**config.mk**
```make
export PLATFORM = sky130hd
export DESIGN_NAME = vga_timing_gen
export DESIGN_NICKNAME = d
export VERILOG_FILES = /design/src/rtl/vga_pkg.sv /design/src/rtl/vga_axis_counter.sv /design/src/rtl/vga_timing_gen.sv
export SDC_FILE = /design/constraint.sdc
export NUM_CORES = 1
export LEC_CHECK = 0
export CORE_MARGIN = 2
export CORE_UTILIZATION = 45
export DETAILED_ROUTE_END_ITERATION = 10
export GPL_TIMING_DRIVEN = 1
export PLACE_DENSITY_LB_ADDON = 0.3
export SLEW_MARGIN = 15
export SYNTH_ARGS = -nofsm -noshare
export SYNTH_HDL_FRONTEND = slang
export SYNTH_HIERARCHICAL = 1
export SYNTH_SLANG_ARGS = --single-unit
```
**constraint.sdc**
```tcl
create_clock -name i_Clk -period 3.3 [get_ports i_Clk]
set_clock_uncertainty 0.15 [all_clocks]
set_input_delay 0.495 -clock i_Clk [delete_from_list [all_inputs] [get_ports i_Clk]]
set_output_delay 0.495 -clock i_Clk [all_outputs]
set_load 0.03 [all_outputs]
```
**src/rtl/vga_pkg.sv**
```systemverilog
`default_nettype none
// ============================================================================
// Module   : vga_pkg
// Purpose  : Shared VGA timing constants (640x480@60 and 800x600@60) and the
//            helper that sums the four timing segments into a line/frame total.
// Revision : 1.0 - initial release
// ============================================================================
package vga_pkg;

    // 640x480@60, 25.175 MHz pixel clock
    localparam int c_VGA640_H_ACTIVE = 640;
    localparam int c_VGA640_H_FP     = 16;
    localparam int c_VGA640_H_SYNC   = 96;
    localparam int c_VGA640_H_BP     = 48;
    localparam int c_VGA640_V_ACTIVE = 480;
    localparam int c_VGA640_V_FP     = 10;
    localparam int c_VGA640_V_SYNC   = 2;
    localparam int c_VGA640_V_BP     = 33;
    localparam int c_VGA640_H_POL    = 0;
    localparam int c_VGA640_V_POL    = 0;

    // 800x600@60, 40 MHz pixel clock (positive sync pulses)
    localparam int c_VGA800_H_ACTIVE = 800;
    localparam int c_VGA800_H_FP     = 40;
    localparam int c_VGA800_H_SYNC   = 128;
    localparam int c_VGA800_H_BP     = 88;
    localparam int c_VGA800_V_ACTIVE = 600;
    localparam int c_VGA800_V_FP     = 1;
    localparam int c_VGA800_V_SYNC   = 4;
    localparam int c_VGA800_V_BP     = 23;
    localparam int c_VGA800_H_POL    = 1;
    localparam int c_VGA800_V_POL    = 1;

    // Total length of one axis period (pixels per line or lines per frame)
    function automatic int axis_total(input int active, input int fp,
                                      input int sync, input int bp);
        return active + fp + sync + bp;
    endfunction

    function automatic int h_total(input int active, input int fp,
                                   input int sync, input int bp);
        return axis_total(active, fp, sync, bp);
    endfunction

    function automatic int v_total(input int active, input int fp,
                                   input int sync, input int bp);
        return axis_total(active, fp, sync, bp);
    endfunction

endpackage
`default_nettype wire

```
**src/rtl/vga_axis_counter.sv**
```systemverilog
`default_nettype none
// ============================================================================
// Module   : vga_axis_counter
// Purpose  : One timing axis (horizontal or vertical). Counts 0..TOTAL-1 on
//            each i_Step and decodes wrap, sync and active from the count.
// Revision : 1.0 - initial release
// ============================================================================
module vga_axis_counter
    import vga_pkg::*;
#(
    parameter int ACTIVE = 640,
    parameter int FP     = 16,
    parameter int SYNC   = 96,
    parameter int BP     = 48,
    parameter int POL    = 0,
    parameter int W      = 11
) (
    input  logic         i_Clk,
    input  logic         i_Reset,
    input  logic         i_Step,
    output logic [W-1:0] o_Count,
    output logic         o_Wrap,
    output logic         o_Sync,
    output logic         o_Active
);

    localparam int c_TOTAL = axis_total(ACTIVE, FP, SYNC, BP);

    // Timing must fit the counter and every segment must exist
    if ((c_TOTAL > (1 << W)) || (ACTIVE <= 0) || (FP <= 0) ||
        (SYNC <= 0) || (BP <= 0)) begin : g_bad_timing
        $error("vga_axis_counter: invalid timing (zero segment or total exceeds 2^W)");
    end

    localparam logic [W-1:0] c_LAST       = W'(c_TOTAL - 1);
    localparam logic [W-1:0] c_ACTIVE     = W'(ACTIVE);
    localparam logic [W-1:0] c_SYNC_START = W'(ACTIVE + FP);
    localparam logic [W-1:0] c_SYNC_END   = W'(ACTIVE + FP + SYNC - 1);
    localparam logic         c_ASSERTED   = (POL != 0);

    logic [W-1:0] r_Count;
    logic         w_InSync;

    // Position counter: advance on step, wrap after the last position
    always_ff @(posedge i_Clk) begin
        if (i_Reset) begin
            r_Count <= '0;
        end else if (i_Step) begin
            if (r_Count == c_LAST) begin
                r_Count <= '0;
            end else begin
                r_Count <= r_Count + 1'b1;
            end
        end
    end

    // Decode of the current count; the top registers these
    always_comb begin
        w_InSync = (r_Count >= c_SYNC_START) && (r_Count <= c_SYNC_END);
        o_Count  = r_Count;
        o_Wrap   = (r_Count == c_LAST);
        o_Sync   = w_InSync ? c_ASSERTED : ~c_ASSERTED;
        o_Active = (r_Count < c_ACTIVE);
    end

endmodule
`default_nettype wire

```
**src/rtl/vga_timing_gen.sv**
```systemverilog
`default_nettype none
// ============================================================================
// Module   : vga_timing_gen
// Purpose  : Parametrised VGA raster timing generator with pixel-clock enable.
//            Registers position, sync, data-enable and line/frame strobes for
//            the pixel whose counters were present before each enabled edge.
// Revision : 1.0 - initial release
// ============================================================================
module vga_timing_gen
    import vga_pkg::*;
#(
    parameter int H_ACTIVE   = c_VGA640_H_ACTIVE,
    parameter int H_FP       = c_VGA640_H_FP,
    parameter int H_SYNC     = c_VGA640_H_SYNC,
    parameter int H_BP       = c_VGA640_H_BP,
    parameter int V_ACTIVE   = c_VGA640_V_ACTIVE,
    parameter int V_FP       = c_VGA640_V_FP,
    parameter int V_SYNC     = c_VGA640_V_SYNC,
    parameter int V_BP       = c_VGA640_V_BP,
    parameter int H_SYNC_POL = c_VGA640_H_POL,
    parameter int V_SYNC_POL = c_VGA640_V_POL,
    parameter int COORD_W    = 11
) (
    input  logic               i_Clk,
    input  logic               i_Reset,
    input  logic               i_PixEn,
    output logic [COORD_W-1:0] o_HPos,
    output logic [COORD_W-1:0] o_VPos,
    output logic               o_HSync,
    output logic               o_VSync,
    output logic               o_Active,
    output logic               o_LineStart,
    output logic               o_FrameStart
);

    // Idle (deasserted) sync levels
    localparam logic c_H_IDLE = (H_SYNC_POL == 0);
    localparam logic c_V_IDLE = (V_SYNC_POL == 0);

    logic [COORD_W-1:0] w_HCount;
    logic [COORD_W-1:0] w_VCount;
    logic               w_HWrap;
    logic               w_VWrap;
    logic               w_HSync;
    logic               w_VSync;
    logic               w_HActive;
    logic               w_VActive;
    logic               w_VStep;
    logic               w_unused;

    logic [COORD_W-1:0] r_HPos;
    logic [COORD_W-1:0] r_VPos;
    logic               r_HSync;
    logic               r_VSync;
    logic               r_Active;
    logic               r_LineStart;
    logic               r_FrameStart;

    // Lines advance only on the enabled pixel that ends a line
    assign w_VStep = i_PixEn & w_HWrap;

    // End-of-frame carry has no consumer in this block
    assign w_unused = w_VWrap;

    vga_axis_counter #(
        .ACTIVE (H_ACTIVE),
        .FP     (H_FP),
        .SYNC   (H_SYNC),
        .BP     (H_BP),
        .POL    (H_SYNC_POL),
        .W      (COORD_W)
    ) u_h_axis (
        .i_Clk    (i_Clk),
        .i_Reset  (i_Reset),
        .i_Step   (i_PixEn),
        .o_Count  (w_HCount),
        .o_Wrap   (w_HWrap),
        .o_Sync   (w_HSync),
        .o_Active (w_HActive)
    );

    vga_axis_counter #(
        .ACTIVE (V_ACTIVE),
        .FP     (V_FP),
        .SYNC   (V_SYNC),
        .BP     (V_BP),
        .POL    (V_SYNC_POL),
        .W      (COORD_W)
    ) u_v_axis (
        .i_Clk    (i_Clk),
        .i_Reset  (i_Reset),
        .i_Step   (w_VStep),
        .o_Count  (w_VCount),
        .o_Wrap   (w_VWrap),
        .o_Sync   (w_VSync),
        .o_Active (w_VActive)
    );

    // Output registers: capture the decode of the current pixel on enabled edges
    always_ff @(posedge i_Clk) begin
        if (i_Reset) begin
            r_HPos       <= '0;
            r_VPos       <= '0;
            r_HSync      <= c_H_IDLE;
            r_VSync      <= c_V_IDLE;
            r_Active     <= 1'b0;
            r_LineStart  <= 1'b0;
            r_FrameStart <= 1'b0;
        end else if (i_PixEn) begin
            r_HPos       <= w_HCount;
            r_VPos       <= w_VCount;
            r_HSync      <= w_HSync;
            r_VSync      <= w_VSync;
            r_Active     <= w_HActive & w_VActive;
            r_LineStart  <= (w_HCount == '0);
            r_FrameStart <= (w_HCount == '0) && (w_VCount == '0);
        end
    end

    assign o_HPos       = r_HPos;
    assign o_VPos       = r_VPos;
    assign o_HSync      = r_HSync;
    assign o_VSync      = r_VSync;
    assign o_Active     = r_Active;
    assign o_LineStart  = r_LineStart;
    assign o_FrameStart = r_FrameStart;

endmodule
`default_nettype wire

```
==> results.yml <==
route:
  vias_per_cell: 5.34
  wire_per_inst_um: 13.6
  drt_pre_antenna_iters: 4
  wl_um: 4480
  vias: 1763
  ant_nets: 0
  drc: 0
  drt_iter0_markers: 68
timing:
  slew-limit-headroom_pct: 50.5
  drv_slew: 0
  worst_pin_slew_ns: 0.740
  rsz0062_at_grt: "no"
  timing.fmax_ghz: 0.378
  setup_viol: 0
  fin_tns_setup_ns: 0
  hold_viol_final: 0
  worst_slack_ns: 0.652
  min_period_over_period_pct: 80.2
  period_needed_ns: 2.65
  whs_ns: 0.320
placement:
  place.gp.congestion: 0.788
  io_buffers: 29
  dp_slack_ns: 0.686
  dp_hpwl_um: 3050
setup_path:
  ff2ff_path_depth: 6
  max_stage_delay_ns: 0.57
  critPathLaunchType: "register"
  worstSetupPathType: "register to register"
  path_buf_inv: 0
  crit_arrival_ns: 2.73
  crit_family: "simple AND/OR/NAND/NOR gates"
  critPathSlowestCell: "or4_1"
  cp-end-kind: "register"
  critical_path_depth: 6
  crit_required_ns: 3.39
  crit_path_cell_trace: "or4b_4 > nor3_1 > and2_1 > nand4_1 > or4_1 > a21oi_1"
  cp_max_fo: 8
synthesis:
  synthCells: 234
  yosysWarnings: 6
  synth_nets: 242
  syn_area_per_cell_um2: 9.64
  syn_area_um2: 2260
global_route:
  grt_start_max_net_pins: 20
  grt_pass1_vias: 1497
  grt_pass1_wl_um: 7450
  grt_antenna_before_repair: 0
  groute.usage.overall_pct: 17.5
  grt-ovfl-total: 0
floorplan:
  dieWidth_um: 74.8
  initial_utilization_pct: 47.1
  fp.dieH_um: 74.8
  io_pins: 30
  core_area_um2: 4790
  die_area_um2: 5600
  rows: 25
power_and_ir_drop:
  p_sw_w: 0.000249
  p_seq_share_pct: 59.2
  p_leak_nw: 0.963
  comb_power_share_pct: 7.3
  ir_drop_mv: 0.288
  p_per_area_nw_per_um2: 390
  power_frac_clock_pct: 33.5
  intPower_w: 0.000777
  finalPower_w: 0.00103
  switching_share_pct: 24.2
min_path:
  hp-class: "register to register"
  hold_depth: 2
run:
  drv_cap: 0
cts:
  cts_tree: "yes"
  clockRootBuffer: "clkbuf_8"
  cts_buffers: 5
  clk_pin_slew_ns: 0.09
  holdBufCountCts: 0
  htree_levels: 2
  clock_path_buffers: 2
  clk_latency_ns: 0.31
  ctsResizeCount: 0
  postCtsSetupBuffers: 0
  cts_sinks: 49
finish:
  drive_gt1_share_pct: 7.98
  postLayoutCoreUtil_pct: 54.9
  area_growth_pct: 16.5
  nNetsFinal: 270
  antennaDiodeCount: 0
status:
  status: "finished, final reports clean"
==> registers in the layout (all words and copies together), names as in the netlist <==
signal and count:
o_HPos 11, u_h_axis/o_Count 11, o_VSync 1, o_HSync 1, o_FrameStart 1, o_LineStart 1
u_v_axis/o_Count 11, o_Active 1, o_VPos 11
==> layout make-up <==
class | instances | area (um^2)
clock inverters | 2 | 10.0
flip-flops and latches | 49 | 981
repair buffers | 32 | 308
inverters | 8 | 30.0
well taps | 67 | 83.8
clock buffers | 6 | 72.6
fillers | 465 | 2160
multi-input cells | 166 | 1140
==> power by group through the flow <==
stage / Combinational [W] / Clock, W / Sequential (W)
finish: 0.0000745 / 0.000344 / 0.000608
global route: 0.0000804 / 0.000372 / 0.000609
CTS: 0.0000751 / 0.000352 / 0.000608
detailed placement: 0.0000746 / 0 / 0.000622
global placement: 0.0000738 / 0 / 0.000621
floorplan: 0.0000499 / 0 / 0.000631
==> per-stage QoR <==
stage | area, um^2 | std cells
2_1_floorplan | 2260 | 234
3_3_place_gp | 2540 | 322
3_5_place_dp | 2540 | 322
4_1_cts | 2630 | 330
5_1_grt | 2630 | 330
6_report | 2630 | 330
==> worst register-to-register path: cells and delay by family (launching register included) <==
family | cells | cell delay (ns)
simple gates | 5 | 1.80
flops | 1 | 0.47
compound gates | 1 | 0.16
==> final timing paths <==
check                              startpoint                           endpoint  slack [ns]
max          u_h_axis/o_Count[9]$_SDFFE_PP0P_  u_v_axis/o_Count[10]$_SDFFE_PP0P_        0.65
max reg2reg  u_h_axis/o_Count[9]$_SDFFE_PP0P_  u_v_axis/o_Count[10]$_SDFFE_PP0P_        0.65
min                     o_Active$_SDFFE_PP0P_              o_Active$_SDFFE_PP0P_        0.32
min reg2reg             o_Active$_SDFFE_PP0P_              o_Active$_SDFFE_PP0P_        0.32
==> per-layer routing <==
metal  up-vias  part of all wire [%]  track usage (%)
li1        902                     -                -
met1       819                    53             25.9
met2        37                    41             24.2
met3         5                   4.3             5.35
met4         0                   1.3             6.15
met5         -                     0                0
==> placed cells by master, fill, tap and decap left out, types with 2 or more instances in the layout <==
master and count:
clkbuf_8 5, dfxtp_1 49, inv_1 8, nand4_1 9
a21oi_1 15, nor2_1 35, o41ai_4 2, mux2i_1 24
buf_4 3, nor4_1 6, nand2b_1 2, or3_1 4
xnor2_1 2, nand3_1 5, o31ai_1 8, nor2b_1 2
xor2_1 6, nand2_1 10, clkinv_2 2, clkdlybuf4s50_1 28
ha_1 5, a211o_1 2, o21ai_0 5, or3_2 2
or4_1 7
No activity file was read; power rests on OpenSTA's default activity.
